<file path="src/rtl/mem_access_stage_if.sv">
// ---------------------------------------------------------------------------
// mem_access_stage_if
// Data-memory bus between the pipeline's memory-access stage and the memory.
//   dmem_req    master->slave  bus request (held until dmem_gnt)
//   dmem_we     master->slave  write enable, valid while dmem_req is high
//   dmem_addr   master->slave  word address
//   dmem_wdata  master->slave  store data
//   dmem_gnt    slave->master  request accepted
//   dmem_rvalid slave->master  transaction complete
//   dmem_rdata  slave->master  load data, valid with dmem_rvalid
// ---------------------------------------------------------------------------
interface mem_access_stage_if;
  logic        dmem_req;
  logic        dmem_we;
  logic [31:0] dmem_addr;
  logic [31:0] dmem_wdata;
  logic        dmem_gnt;
  logic        dmem_rvalid;
  logic [31:0] dmem_rdata;

  modport master (
    output dmem_req, dmem_we, dmem_addr, dmem_wdata,
    input  dmem_gnt, dmem_rvalid, dmem_rdata
  );

  modport slave (
    input  dmem_req, dmem_we, dmem_addr, dmem_wdata,
    output dmem_gnt, dmem_rvalid, dmem_rdata
  );
endinterface

</file>
<file path="src/rtl/mem_access_stage.sv">
// ---------------------------------------------------------------------------
// mem_access_stage
// Memory-access (MA) pipeline stage. Issues word loads/stores on a
// request/grant/rvalid bus, stalls the upstream pipeline while a transfer is
// in flight and feeds the MA/WB pipeline register.
//   clk, rst                 clock, asynchronous active-high reset
//   ma_*_in                  operation from the EX/MA register
//   bus (master)             data-memory bus (req/we/addr/wdata, gnt/rvalid/rdata)
//   mem_stall                combinational, holds the upstream registers
//   wb_*_out                 registered MA/WB outputs (bubbles while stalled)
//   misalign_fault, bus_err  registered one-cycle fault pulses
// ---------------------------------------------------------------------------
module mem_access_stage #(
  parameter int TIMEOUT_CYCLES = 255
) (
  input  logic        clk,
  input  logic        rst,
  input  logic [31:0] ma_pc_plus_4_in,
  input  logic [31:0] ma_alu_result_in,
  input  logic [31:0] ma_write_data_in,
  input  logic [4:0]  ma_rd_addr_in,
  input  logic        ma_mem_read_in,
  input  logic        ma_mem_write_in,
  input  logic        ma_reg_write_in,
  input  logic        ma_mem_to_reg_in,
  mem_access_stage_if.master bus,
  output logic        mem_stall,
  output logic [31:0] wb_pc_plus_4_out,
  output logic [31:0] wb_alu_result_out,
  output logic [31:0] wb_read_data_out,
  output logic [4:0]  wb_rd_addr_out,
  output logic        wb_reg_write_out,
  output logic        wb_mem_to_reg_out,
  output logic        misalign_fault,
  output logic        bus_err
);

  typedef enum logic [1:0] {
    ST_IDLE = 2'd0,
    ST_REQ  = 2'd1,
    ST_WAIT = 2'd2
  } state_t;

  // Counter value on the last cycle an outstanding transfer may occupy.
  localparam logic [9:0] CNT_LAST = 10'(TIMEOUT_CYCLES - 1);

  state_t      state_q, state_d;
  logic [9:0]  cnt_q, cnt_d;

  logic        mem_op;
  logic        aligned;
  logic        is_load;
  logic        load_wb;
  logic        timeout;
  logic        fault;

  logic [31:0] wb_pc_plus_4_d, wb_alu_result_d, wb_read_data_d;
  logic [4:0]  wb_rd_addr_d;
  logic        wb_reg_write_d, wb_mem_to_reg_d;

  assign mem_op  = ma_mem_read_in | ma_mem_write_in;
  assign aligned = (ma_alu_result_in[1:0] == 2'b00);
  // A read with the write bit also set is a store.
  assign is_load = ma_mem_read_in & ~ma_mem_write_in;

  assign bus.dmem_addr  = ma_alu_result_in;
  assign bus.dmem_wdata = ma_write_data_in;

  // ---------------------------------------------------------------- FSM
  always_comb begin
    state_d       = state_q;
    mem_stall     = 1'b0;
    bus.dmem_req  = 1'b0;
    bus.dmem_we   = 1'b0;
    load_wb       = 1'b0;
    timeout       = 1'b0;
    fault         = 1'b0;

    unique case (state_q)
      ST_IDLE: begin
        if (mem_op) begin
          if (aligned) begin
            state_d   = ST_REQ;
            mem_stall = 1'b1;
          end else begin
            // Misaligned ops never reach the bus; they retire as a bubble.
            fault = 1'b1;
          end
        end else begin
          load_wb = 1'b1;
        end
      end

      ST_REQ: begin
        bus.dmem_req = 1'b1;
        bus.dmem_we  = ma_mem_write_in;
        // rvalid is not looked at here: a same-cycle gnt+rvalid only grants.
        if (cnt_q == CNT_LAST) begin
          timeout = 1'b1;
          state_d = ST_IDLE;
        end else begin
          mem_stall = 1'b1;
          if (bus.dmem_gnt) begin
            state_d = ST_WAIT;
          end
        end
      end

      ST_WAIT: begin
        // A response on the final allowed cycle still completes the op.
        if (bus.dmem_rvalid) begin
          load_wb = 1'b1;
          state_d = ST_IDLE;
        end else if (cnt_q == CNT_LAST) begin
          timeout = 1'b1;
          state_d = ST_IDLE;
        end else begin
          mem_stall = 1'b1;
        end
      end

      default: begin
        state_d = ST_IDLE;
      end
    endcase
  end

  // Counter is zero whenever the FSM sits in IDLE, so the first REQ cycle
  // always starts from 0.
  always_comb begin
    cnt_d = 10'd0;
    if ((state_q != ST_IDLE) && (state_d != ST_IDLE)) begin
      cnt_d = cnt_q + 10'd1;
    end
  end

  // ------------------------------------------------- MA/WB register next
  // Anything other than a retiring op (stall, fault, timeout) is a bubble.
  always_comb begin
    wb_pc_plus_4_d  = 32'd0;
    wb_alu_result_d = 32'd0;
    wb_read_data_d  = 32'd0;
    wb_rd_addr_d    = 5'd0;
    wb_reg_write_d  = 1'b0;
    wb_mem_to_reg_d = 1'b0;
    if (load_wb) begin
      wb_pc_plus_4_d  = ma_pc_plus_4_in;
      wb_alu_result_d = ma_alu_result_in;
      wb_rd_addr_d    = ma_rd_addr_in;
      wb_reg_write_d  = ma_reg_write_in;
      wb_mem_to_reg_d = ma_mem_to_reg_in;
      if ((state_q == ST_WAIT) && is_load) begin
        wb_read_data_d = bus.dmem_rdata;
      end
    end
  end

  always_ff @(posedge clk or posedge rst) begin
    if (rst) begin
      state_q           <= ST_IDLE;
      cnt_q             <= 10'd0;
      wb_pc_plus_4_out  <= 32'd0;
      wb_alu_result_out <= 32'd0;
      wb_read_data_out  <= 32'd0;
      wb_rd_addr_out    <= 5'd0;
      wb_reg_write_out  <= 1'b0;
      wb_mem_to_reg_out <= 1'b0;
      misalign_fault    <= 1'b0;
      bus_err           <= 1'b0;
    end else begin
      state_q           <= state_d;
      cnt_q             <= cnt_d;
      wb_pc_plus_4_out  <= wb_pc_plus_4_d;
      wb_alu_result_out <= wb_alu_result_d;
      wb_read_data_out  <= wb_read_data_d;
      wb_rd_addr_out    <= wb_rd_addr_d;
      wb_reg_write_out  <= wb_reg_write_d;
      wb_mem_to_reg_out <= wb_mem_to_reg_d;
      misalign_fault    <= fault;
      bus_err           <= timeout;
    end
  end

endmodule

</file>
<file path="src/flat_wrapper.sv">
// flat-port wrapper written by rule: the top's interface ports become plain ports
module mem_access_stage_flat 
#(
  parameter int TIMEOUT_CYCLES = 255
)
  (clk, rst, ma_pc_plus_4_in, ma_alu_result_in, ma_write_data_in, ma_rd_addr_in, ma_mem_read_in, ma_mem_write_in, ma_reg_write_in, ma_mem_to_reg_in, mem_stall, wb_pc_plus_4_out, wb_alu_result_out, wb_read_data_out, wb_rd_addr_out, wb_reg_write_out, wb_mem_to_reg_out, misalign_fault, bus_err, bus_dmem_req, bus_dmem_we, bus_dmem_addr, bus_dmem_wdata, bus_dmem_gnt, bus_dmem_rvalid, bus_dmem_rdata);
  mem_access_stage_if bus_i ();
  input  logic clk;
  input  logic rst;
  input  logic [31:0] ma_pc_plus_4_in;
  input  logic [31:0] ma_alu_result_in;
  input  logic [31:0] ma_write_data_in;
  input  logic [4:0] ma_rd_addr_in;
  input  logic ma_mem_read_in;
  input  logic ma_mem_write_in;
  input  logic ma_reg_write_in;
  input  logic ma_mem_to_reg_in;
  output logic mem_stall;
  output logic [31:0] wb_pc_plus_4_out;
  output logic [31:0] wb_alu_result_out;
  output logic [31:0] wb_read_data_out;
  output logic [4:0] wb_rd_addr_out;
  output logic wb_reg_write_out;
  output logic wb_mem_to_reg_out;
  output logic misalign_fault;
  output logic bus_err;
  output wire logic [$bits(bus_i.dmem_req)-1:0] bus_dmem_req;
  output wire logic [$bits(bus_i.dmem_we)-1:0] bus_dmem_we;
  output wire logic [$bits(bus_i.dmem_addr)-1:0] bus_dmem_addr;
  output wire logic [$bits(bus_i.dmem_wdata)-1:0] bus_dmem_wdata;
  input wire logic [$bits(bus_i.dmem_gnt)-1:0] bus_dmem_gnt;
  input wire logic [$bits(bus_i.dmem_rvalid)-1:0] bus_dmem_rvalid;
  input wire logic [$bits(bus_i.dmem_rdata)-1:0] bus_dmem_rdata;
  assign bus_dmem_req = bus_i.dmem_req;
  assign bus_dmem_we = bus_i.dmem_we;
  assign bus_dmem_addr = bus_i.dmem_addr;
  assign bus_dmem_wdata = bus_i.dmem_wdata;
  assign bus_i.dmem_gnt = bus_dmem_gnt;
  assign bus_i.dmem_rvalid = bus_dmem_rvalid;
  assign bus_i.dmem_rdata = bus_dmem_rdata;
  mem_access_stage #(.TIMEOUT_CYCLES(TIMEOUT_CYCLES)) u_core (.clk(clk), .rst(rst), .ma_pc_plus_4_in(ma_pc_plus_4_in), .ma_alu_result_in(ma_alu_result_in), .ma_write_data_in(ma_write_data_in), .ma_rd_addr_in(ma_rd_addr_in), .ma_mem_read_in(ma_mem_read_in), .ma_mem_write_in(ma_mem_write_in), .ma_reg_write_in(ma_reg_write_in), .ma_mem_to_reg_in(ma_mem_to_reg_in), .bus(bus_i), .mem_stall(mem_stall), .wb_pc_plus_4_out(wb_pc_plus_4_out), .wb_alu_result_out(wb_alu_result_out), .wb_read_data_out(wb_read_data_out), .wb_rd_addr_out(wb_rd_addr_out), .wb_reg_write_out(wb_reg_write_out), .wb_mem_to_reg_out(wb_mem_to_reg_out), .misalign_fault(misalign_fault), .bus_err(bus_err));
endmodule
</file>
<file path="config.mk">
export PLATFORM = sky130hd
export DESIGN_NAME = mem_access_stage_flat
export DESIGN_NICKNAME = d
export VERILOG_FILES = /design/src/rtl/mem_access_stage_if.sv /design/src/rtl/mem_access_stage.sv /design/src/flat_wrapper.sv
export SDC_FILE = /design/constraint.sdc
export NUM_CORES = 1
export LEC_CHECK = 0
export CAP_MARGIN = 0
export CORE_ASPECT_RATIO = 1.75
export CORE_MARGIN = 2
export CORE_UTILIZATION = 30
export DETAILED_ROUTE_END_ITERATION = 8
export GPL_TIMING_DRIVEN = 0
export PLACE_DENSITY = 0.75
export SLEW_MARGIN = 10
export SYNTH_ARGS = -nofsm -noshare
export SYNTH_HDL_FRONTEND = slang
export SYNTH_SLANG_ARGS = --single-unit
</file>
<file path="constraint.sdc">
create_clock -name clk -period 3.94 [get_ports clk]
set_input_delay 0.788 -clock clk [delete_from_list [all_inputs] [get_ports clk]]
set_output_delay 0.788 -clock clk [all_outputs]
set_load 0.03 [all_outputs]
</file>
==> impl_metrics.ini, run 1 <==
[clocking]
path_clk_slew_ps = 50
cts_tree = done
insertion_delay_ps = 400
h-tree-depth = 4
cts_hold_buf = 0
cts_resized = 0
cts_num_sinks = 117
clockRootBuffer = clkbuf_16
clockBufferDepth = 2
cts_setup_buffers = 0
cts_buffers = 17

[setup_path]
worst-path-buf-inv = 2
worst_ep_arrival_time_ps = 2610
path_max_fanout = 3
critPathLaunchType = primary input
worst-setup-path-type = primary input to output pin
cpPeakStageDelay_ps = 700
worstPathRequired_ps = 3150
slowest_stage = clkdlybuf4s50_1
critPathTopFamily = buffers and inverters
crit_top_cell = clkdlybuf4s50_1
end_kind = output pin
path_cells = clkdlybuf4s50_1 -> o21ai_0 -> nor3_1 -> a21oi_1 -> nor2_1 -> clkdlybuf4s50_1

[sta]
slew_headroom = 0.636
worstMarginPinSlew_ps = 545
finalSetupViolCount = 0
fmax_mhz = 294
finalSetupTns_ps = 0
slew_viol_final = 0
period_needed_ps = 3400
finClkSkew_ps = 7.29
fin_ws_ps = 542
rsz0062_at_grt = no
fin_crit_sh = 0.863
hold_viol = 0

[synthesis]
yosysWarnings = 0
synth_seq_cells = 117
ys_types = 27
synth_nets = 509
syn_avg_cell_area_um2 = 12.5
yosysSeqAreaShare = 0.646
netlist_area_mm2 = 0.00453
synthCells = 362

[cells_and_area]
fin_area_mm2 = 0.00822
diodes = 0
post-route-util = 0.554
drive_gt1_frac = 0.156
nNetsFinal = 809
area_delta_synth_final_pct = 81.3

[run_status]
outcome = complete, no violations

[global_routing]
grt_pass1_wl_um = 21200
grt.overflow.total = 0
antenna_found_initial = 1
grt_max_degree = 61
grt_pass1_vias = 4133
grt_usage = 0.169

[routing]
drtIter0Drc = 30
antenna_left = 0
dr.pass1.iters = 4
wl_per_cell_um = 15.7
drc_errors = 0
vias = 3624
vias_per_cell = 4.22
drt_wl_total_um = 13500

[placed_design]
placed_area_mm2 = 0.00760
portBuffers = 280
place_ws_ps = 568
gp_congestion = 0.800
place_hpwl_um = 10500

[floorplanning]
die_area_mm2 = 0.0162
core_mm2 = 0.0148
start_util = 0.306
num_rows = 59
ios = 313
chipHeight_um = 167
die_width_um = 96.9

[pwr]
power.density_mw_per_mm2 = 489
power_leakage_nw = 3.76
ir_worst_vdd_mv = 0.277
finalPower_mw = 4.02

[job]
max-cap-violations = 0

[min_path]
hold_path.class = flip-flop to flip-flop
[registers in the layout, summed over array words and instances (netlist names)]
| name | count |
|---|---|
| u_core.wb_alu_result_out | 32 |
| u_core.wb_pc_plus_4_out | 32 |
| u_core.wb_read_data_out | 32 |
| u_core.cnt_q | 10 |
| u_core.wb_rd_addr_out | 5 |
| u_core.state_q | 2 |
| u_core.bus_err | 1 |
| u_core.misalign_fault | 1 |
| u_core.wb_mem_to_reg_out | 1 |
| u_core.wb_reg_write_out | 1 |
[worst register-to-register path: stages, from the launching register on]
cell	delay [ps]
dfrtp_1	420
inv_1	90
ha_1	250
a21oi_1	280
a211oi_2	80
o21ai_2	380
nor2_1	130
[logic make-up (layout without fill, tap and decap cells)]
group           count (synthesis)  after routing  synth area share
simple gates                  140            140             0.183
flops                         117            117             0.646
buf+inv                        80            393             0.121
compound gates                 11             11            0.0177
xor+xnor                        8              8            0.0155
fa+ha+maj                       6              6            0.0166
[cell usage after synthesis, drive strengths merged]
| library cell | count | area [µm²] |
|---|---|---|
| dfrtp | 117 | 2930 |
| and2 | 104 | 651 |
| buf | 64 | 480 |
| nor2 | 16 | 60.1 |
| clkbuf | 10 | 46.3 |
| ha | 6 | 75.1 |
| inv | 6 | 22.5 |
| xor2 | 6 | 52.6 |
| nand2 | 5 | 18.8 |
| nand3 | 4 | 20.0 |
| a211oi | 3 | 27.5 |
| a21oi | 3 | 15.0 |
| and4 | 2 | 17.5 |
| nand2b | 2 | 12.5 |
| nand4 | 2 | 12.5 |
| nor3 | 2 | 10.0 |
| o21ai | 2 | 13.8 |
| xnor2 | 2 | 17.5 |
| a22o | 1 | 8.76 |
| a31oi | 1 | 6.26 |
| and4b | 1 | 10.0 |
| and4bb | 1 | 12.5 |
| nor3b | 1 | 7.51 |
| o311ai | 1 | 8.76 |
[area by class of cell]
class	instances	area (µm²)
Clock buffer	20	447
Fill cell	1240	6620
Sequential cell	117	2930
Clock inverter	12	178
Buffer	74	527
Timing Repair Buffer	281	2830
Tap cell	183	229
Inverter	6	27.5
Multi-Input combinational cell	165	1060
[power breakdown]
part | internal, mW | leakage, nW | total, mW | switching [mW]
Sequential | 1.31 | 1.60 | 1.35 | 0.0370
Combinational | 0.475 | 1.86 | 1.04 | 0.570
Clock | 1.08 | 0.293 | 1.63 | 0.553
[layer usage]
metal / vias up / track usage / share of wire
li1: 1665 / - / -
met1: 1719 / 0.158 / 0.33
met2: 219 / 0.327 / 0.57
met3: 21 / 0.0571 / 0.077
met4: 0 / 0.0729 / 0.026
met5: - / 0 / 0
[stage by stage]
step	hold WS, ps	std cells
after global routing	538	858
after CTS	516	858
after detailed placement	507	826
after global placement	484	825
after floorplan	469	362
final	514	858
[worst paths after layout]
| check | start | end | slack (ps) | cells past startpoint |
|---|---|---|---|---|
| min | u_core.cnt_q[0] | u_core.cnt_q[0] | 510 | 1 |
| max in group asynchronous | rst | u_core.wb_alu_result_out[17] | 2450 | 3 |
| max | ma_mem_read_in | mem_stall | 540 | 6 |
| min in group asynchronous | rst | u_core.wb_read_data_out[16] | 810 | 2 |
| min reg2reg | u_core.cnt_q[0] | u_core.cnt_q[0] | 510 | 1 |
| max reg2reg | u_core.state_q[1] | u_core.cnt_q[7] | 2180 | 6 |
[cells in the final DEF (no fill, tap or decap), drive strengths merged]
cell type	synthesis	layout
clkdlybuf4s50	0	280
inv	6	7
a21oi	3	3
clkinvlp	0	4
nand4	2	2
o21ai	2	2
nand3	4	4
xor2	6	6
nand2b	2	2
and2	104	104
dfrtp	117	117
and4bb	1	1
clkinv	0	3
nor2	16	16
clkbuf	10	30
nand2	5	5
nor3b	1	1
a31oi	1	1
nor3	2	2
and4	2	2
ha	6	6
and4b	1	1
bufinv	0	4
a211oi	3	3
xnor2	2	2
o311ai	1	1
a22o	1	1
buf	64	65
Note: power is estimated with default switching activity, not from simulation.
==> run 2, diff against run 1 <==
--- a/config.mk
+++ b/config.mk
@@ -11,7 +11,7 @@
 export CORE_UTILIZATION = 30
 export DETAILED_ROUTE_END_ITERATION = 8
 export GPL_TIMING_DRIVEN = 0
-export PLACE_DENSITY = 0.75
+export PLACE_DENSITY_LB_ADDON = 0.15
 export SLEW_MARGIN = 10
 export SYNTH_ARGS = -nofsm -noshare
 export SYNTH_HDL_FRONTEND = slang
==> impl_metrics.ini, run 2 (synthesized netlist as in run 1, its figures left out) <==
[run_status]
outcome = complete, no violations

[floorplanning]
ios = 313
die_area_mm2 = 0.0162
num_rows = 59
start_util = 0.306
core_mm2 = 0.0148
die_width_um = 96.9
chipHeight_um = 167

[placed_design]
place_hpwl_um = 10600
portBuffers = 280
gp_congestion = 0.771
placed_area_mm2 = 0.00760

[routing]
vias = 3556
drc_errors = 0
dr.pass1.iters = 4
wl_per_cell_um = 15.5
vias_per_cell = 4.14
antenna_left = 0
drt_wl_total_um = 13300
drtIter0Drc = 80

[setup_path]
crit_top_cell = clkdlybuf4s50_1
crit_start = ma_mem_write_in
worst_ep_arrival_time_ps = 2630
end_kind = output pin
r2r_slack_ps = 2180
r2r_end = u_core.cnt_q[4]
critPathLaunchType = primary input
path_cells = clkdlybuf4s50_1 -> o21ai_0 -> nor3_1 -> a21oi_1 -> nor2_1 -> clkdlybuf4s50_1
path_max_fanout = 4
rr_worst_depth = 6
cpPeakStageDelay_ps = 710
worst-path-buf-inv = 2
worstPathRequired_ps = 3150
worst-setup-path-type = primary input to output pin
r2r-start = u_core.state_q[1]
critPathTopFamily = buffers and inverters
slowest_stage = clkdlybuf4s50_1

[sta]
rsz0062_at_grt = no
period_needed_ps = 3420
slew_viol_final = 0
fin_crit_sh = 0.867
slew_headroom = 0.660
fmax_mhz = 293
finalSetupViolCount = 0
finClkSkew_ps = 8.22
worstMarginPinSlew_ps = 510
hold_viol = 0
finalSetupTns_ps = 0

[cells_and_area]
layout_commonest_cell = clkdlybuf4s50_1
fillCellCount = 1326
post-route-util = 0.551
nNetsFinal = 809
layout_common_cells = clkdlybuf4s50_1, dfrtp_1, and2_1
fin_area_mm2 = 0.00817
area_delta_synth_final_pct = 80.2
reg.largest.list = u_core.wb_alu_result_out x32, u_core.wb_pc_plus_4_out x32, u_core.wb_read_data_out x32
drive_gt1_frac = 0.157

[global_routing]
grt_max_degree = 63
antenna_found_initial = 1
grt_pass1_wl_um = 20800
grt.overflow.total = 0
grt_pass1_vias = 3925
grt_usage = 0.166

[pwr]
sw_frac_of_total = 0.294
p_clk_frac = 0.381
p_int_mw = 2.72
finalPower_mw = 3.86
combPwrFrac = 0.270
ir_worst_vdd_mv = 0.237
switchingPower_mw = 1.14
power.density_mw_per_mm2 = 473
power_leakage_nw = 3.74
power_frac_seq = 0.349

[clocking]
cts_resized = 0
clockBufferDepth = 2
path_clk_slew_ps = 50
cts_buffers = 17
clockRootBuffer = clkbuf_16
cts_tree = done
cts_setup_buffers = 0
cts_num_sinks = 117
h-tree-depth = 4
insertion_delay_ps = 400
cts_hold_buf = 0

[job]
max-cap-violations = 0

[min_path]
worstHoldStart = u_core.cnt_q[0]
hold_path_depth = 1
hold_path.class = flip-flop to flip-flop
worstHoldEndpoint = u_core.cnt_q[0]
-- run 2: cell type report --
| class | count | area [µm²] | share of cell area |
|---|---|---|---|
| antenna | 1 | 2.50 | 0.000306 |
| timing repair buffer | 281 | 2830 | 0.346 |
| buffer | 74 | 527 | 0.0645 |
| multi-input combinational | 165 | 1060 | 0.129 |
| sequential | 117 | 2930 | 0.358 |
| clock inverter | 13 | 133 | 0.0162 |
| tap | 183 | 229 | 0.0280 |
| inverter | 6 | 27.5 | 0.00337 |
| clock buffer | 18 | 439 | 0.0537 |
-- run 2: metal layers --
layer  vias up  wire length [µm]  track usage
li1       1669                 -            -
met1      1687              4390        0.167
met2       184              7770        0.319
met3        16               794       0.0453
met4         0               297       0.0643
met5         -                 0            0
-- run 2: how the worst max path moves through the flow --
| stage | endpoint | slack (ps) | cells past startpoint |
|---|---|---|---|
| after global placement | u_core.wb_pc_plus_4_out[17] | -1590 | 2 |
| after CTS | mem_stall | 510 | 6 |
| after floorplan | u_core.bus_err | 50 | 1 |
| final | mem_stall | 520 | 6 |
| after detailed placement | mem_stall | 530 | 6 |
| after global routing | mem_stall | 440 | 6 |
-- run 2: power groups by stage --
stage | sequential, mW | combinational [mW] | clock [mW]
6_report | 1.35 | 1.04 | 1.47
3_3_place_gp | 1.36 | 1.04 | 0
5_1_grt | 1.36 | 1.11 | 1.56
3_5_place_dp | 1.37 | 1.06 | 0
4_1_cts | 1.35 | 1.06 | 1.51
2_1_floorplan | 1.58 | 0.346 | 0
-- run 2: through the flow --
step           hold WS [ps]  setup WS [ps]  instances
2_1_floorplan           469           51.2        362
3_3_place_gp            481          -1590        825
3_5_place_dp            504            526        826
4_1_cts                 510            515        857
5_1_grt                 539            441        858
6_report                504            523        858
==> run 3, diff against run 2 <==
--- a/config.mk
+++ b/config.mk
@@ -11,6 +11,7 @@
 export CORE_UTILIZATION = 30
 export DETAILED_ROUTE_END_ITERATION = 8
 export GPL_TIMING_DRIVEN = 0
+export MAX_ROUTING_LAYER = met4
 export PLACE_DENSITY_LB_ADDON = 0.15
 export SLEW_MARGIN = 10
 export SYNTH_ARGS = -nofsm -noshare
==> impl_metrics.ini, run 3 (synthesized netlist as in run 1, its figures left out) <==
[sta]
fin_crit_sh = 0.866
slew_headroom = 0.660
whs_ps = 504
period_needed_ps = 3410
rsz0062_at_grt = no
hold_viol = 0
finalSetupViolCount = 0
finClkSkew_ps = 8.70
worstMarginPinSlew_ps = 510
fmax_mhz = 293
finalSetupTns_ps = 0
slew_viol_final = 0

[clocking]
cts_buffers = 17
cts_tree = done
cts_num_sinks = 117
cts_resized = 0
clockBufferDepth = 2
path_clk_slew_ps = 50
insertion_delay_ps = 400
h-tree-depth = 4
cts_setup_buffers = 0
clockRootBuffer = clkbuf_16
cts_hold_buf = 0

[min_path]
hold_path.class = flip-flop to flip-flop
hold_path_depth = 1

[setup_path]
worst_ep_arrival_time_ps = 2620
rr_worst_depth = 6
path_max_fanout = 4
critPathLaunchType = primary input
worst-setup-path-type = primary input to output pin
worstPathRequired_ps = 3150
end_kind = output pin

[placed_design]
gp_congestion = 0.782
portBuffers = 280
place_hpwl_um = 10600
placed_area_mm2 = 0.00760

[cells_and_area]
nNetsFinal = 809
drive_gt1_frac = 0.157
fin_area_mm2 = 0.00817
post-route-util = 0.551
area_delta_synth_final_pct = 80.2
layout_commonest_cell = clkdlybuf4s50_1
layout_common_cells = clkdlybuf4s50_1, dfrtp_1, and2_1
fillCellCount = 1326
reg.largest.list = u_core.wb_alu_result_out x32, u_core.wb_pc_plus_4_out x32, u_core.wb_read_data_out x32

[floorplanning]
die_width_um = 96.9
die_area_mm2 = 0.0162
start_util = 0.306
core_mm2 = 0.0148
num_rows = 59
ios = 313
chipHeight_um = 167

[global_routing]
grt_usage = 0.171
antenna_found_initial = 1
grt.overflow.total = 0
grt_max_degree = 63
grt_pass1_vias = 3930
grt_pass1_wl_um = 20800

[routing]
drtIter0Drc = 72
vias_per_cell = 4.15
drt_wl_total_um = 13300
dr.pass1.iters = 4
vias = 3559
drc_errors = 0
antenna_left = 0
wl_per_cell_um = 15.5

[job]
max-cap-violations = 0

[run_status]
outcome = complete, no violations

[pwr]
power_leakage_nw = 3.74
power.density_mw_per_mm2 = 473
ir_worst_vdd_mv = 0.237
finalPower_mw = 3.86
[run 3: cell counts in the layout (fill, tap and decap cells not counted)]
Identical to the previous run, type by type.
[run 3: critical path: stages]
cell	delay [ps]
clkdlybuf4s50_1	550
o21ai_0	120
nor3_1	250
a21oi_1	80
nor2_1	120
clkdlybuf4s50_1	710
[run 3: where the power goes]
| part | leakage (nW) | switching [mW] | internal (mW) |
|---|---|---|---|
| clock network | 0.274 | 0.534 | 0.939 |
| logic | 1.86 | 0.570 | 0.475 |
| registers | 1.60 | 0.0365 | 1.31 |
[run 3: through the flow]
stage,std cells,worst slack (ps)
detailed placement,826,526
global placement,825,-1590
finish,858,528
floorplan,362,51.2
CTS,857,515
global route,858,438
[run 3: layout make-up]
| cell class | instances | area, µm² | area share |
|---|---|---|---|
| diodes | 1 | 2.50 | 0.000306 |
| flip-flops and latches | 117 | 2930 | 0.358 |
| plain buffers | 74 | 527 | 0.0645 |
| clock buffers | 18 | 439 | 0.0537 |
| repair buffers | 281 | 2830 | 0.346 |
| clock inverters | 13 | 133 | 0.0162 |
| well taps | 183 | 229 | 0.0280 |
| multi-input cells | 165 | 1060 | 0.129 |
| inverters | 6 | 27.5 | 0.00337 |
[run 3: final timing paths]
| kind | startpoint | end | slack [ps] |
|---|---|---|---|
| setup / recovery | ma_mem_write_in | mem_stall | 530 |
| hold / removal | u_core.cnt_q[0] | u_core.cnt_q[0] | 500 |
| setup reg to reg | u_core.state_q[1] | u_core.cnt_q[4] | 2180 |
| hold reg to reg | u_core.cnt_q[0] | u_core.cnt_q[0] | 500 |
| max in group asynchronous | rst | u_core.wb_pc_plus_4_out[31] | 2440 |
| min in group asynchronous | rst | u_core.wb_pc_plus_4_out[2] | 810 |
[run 3: metal layers]
layer | track usage | share of wire | up-vias
met4 | 0.0637 | 0.023 | 0
met1 | 0.169 | 0.34 | 1688
met3 | 0.0432 | 0.057 | 16
met2 | 0.319 | 0.59 | 186
met5 | - | 0 | -
li1 | - | - | 1669
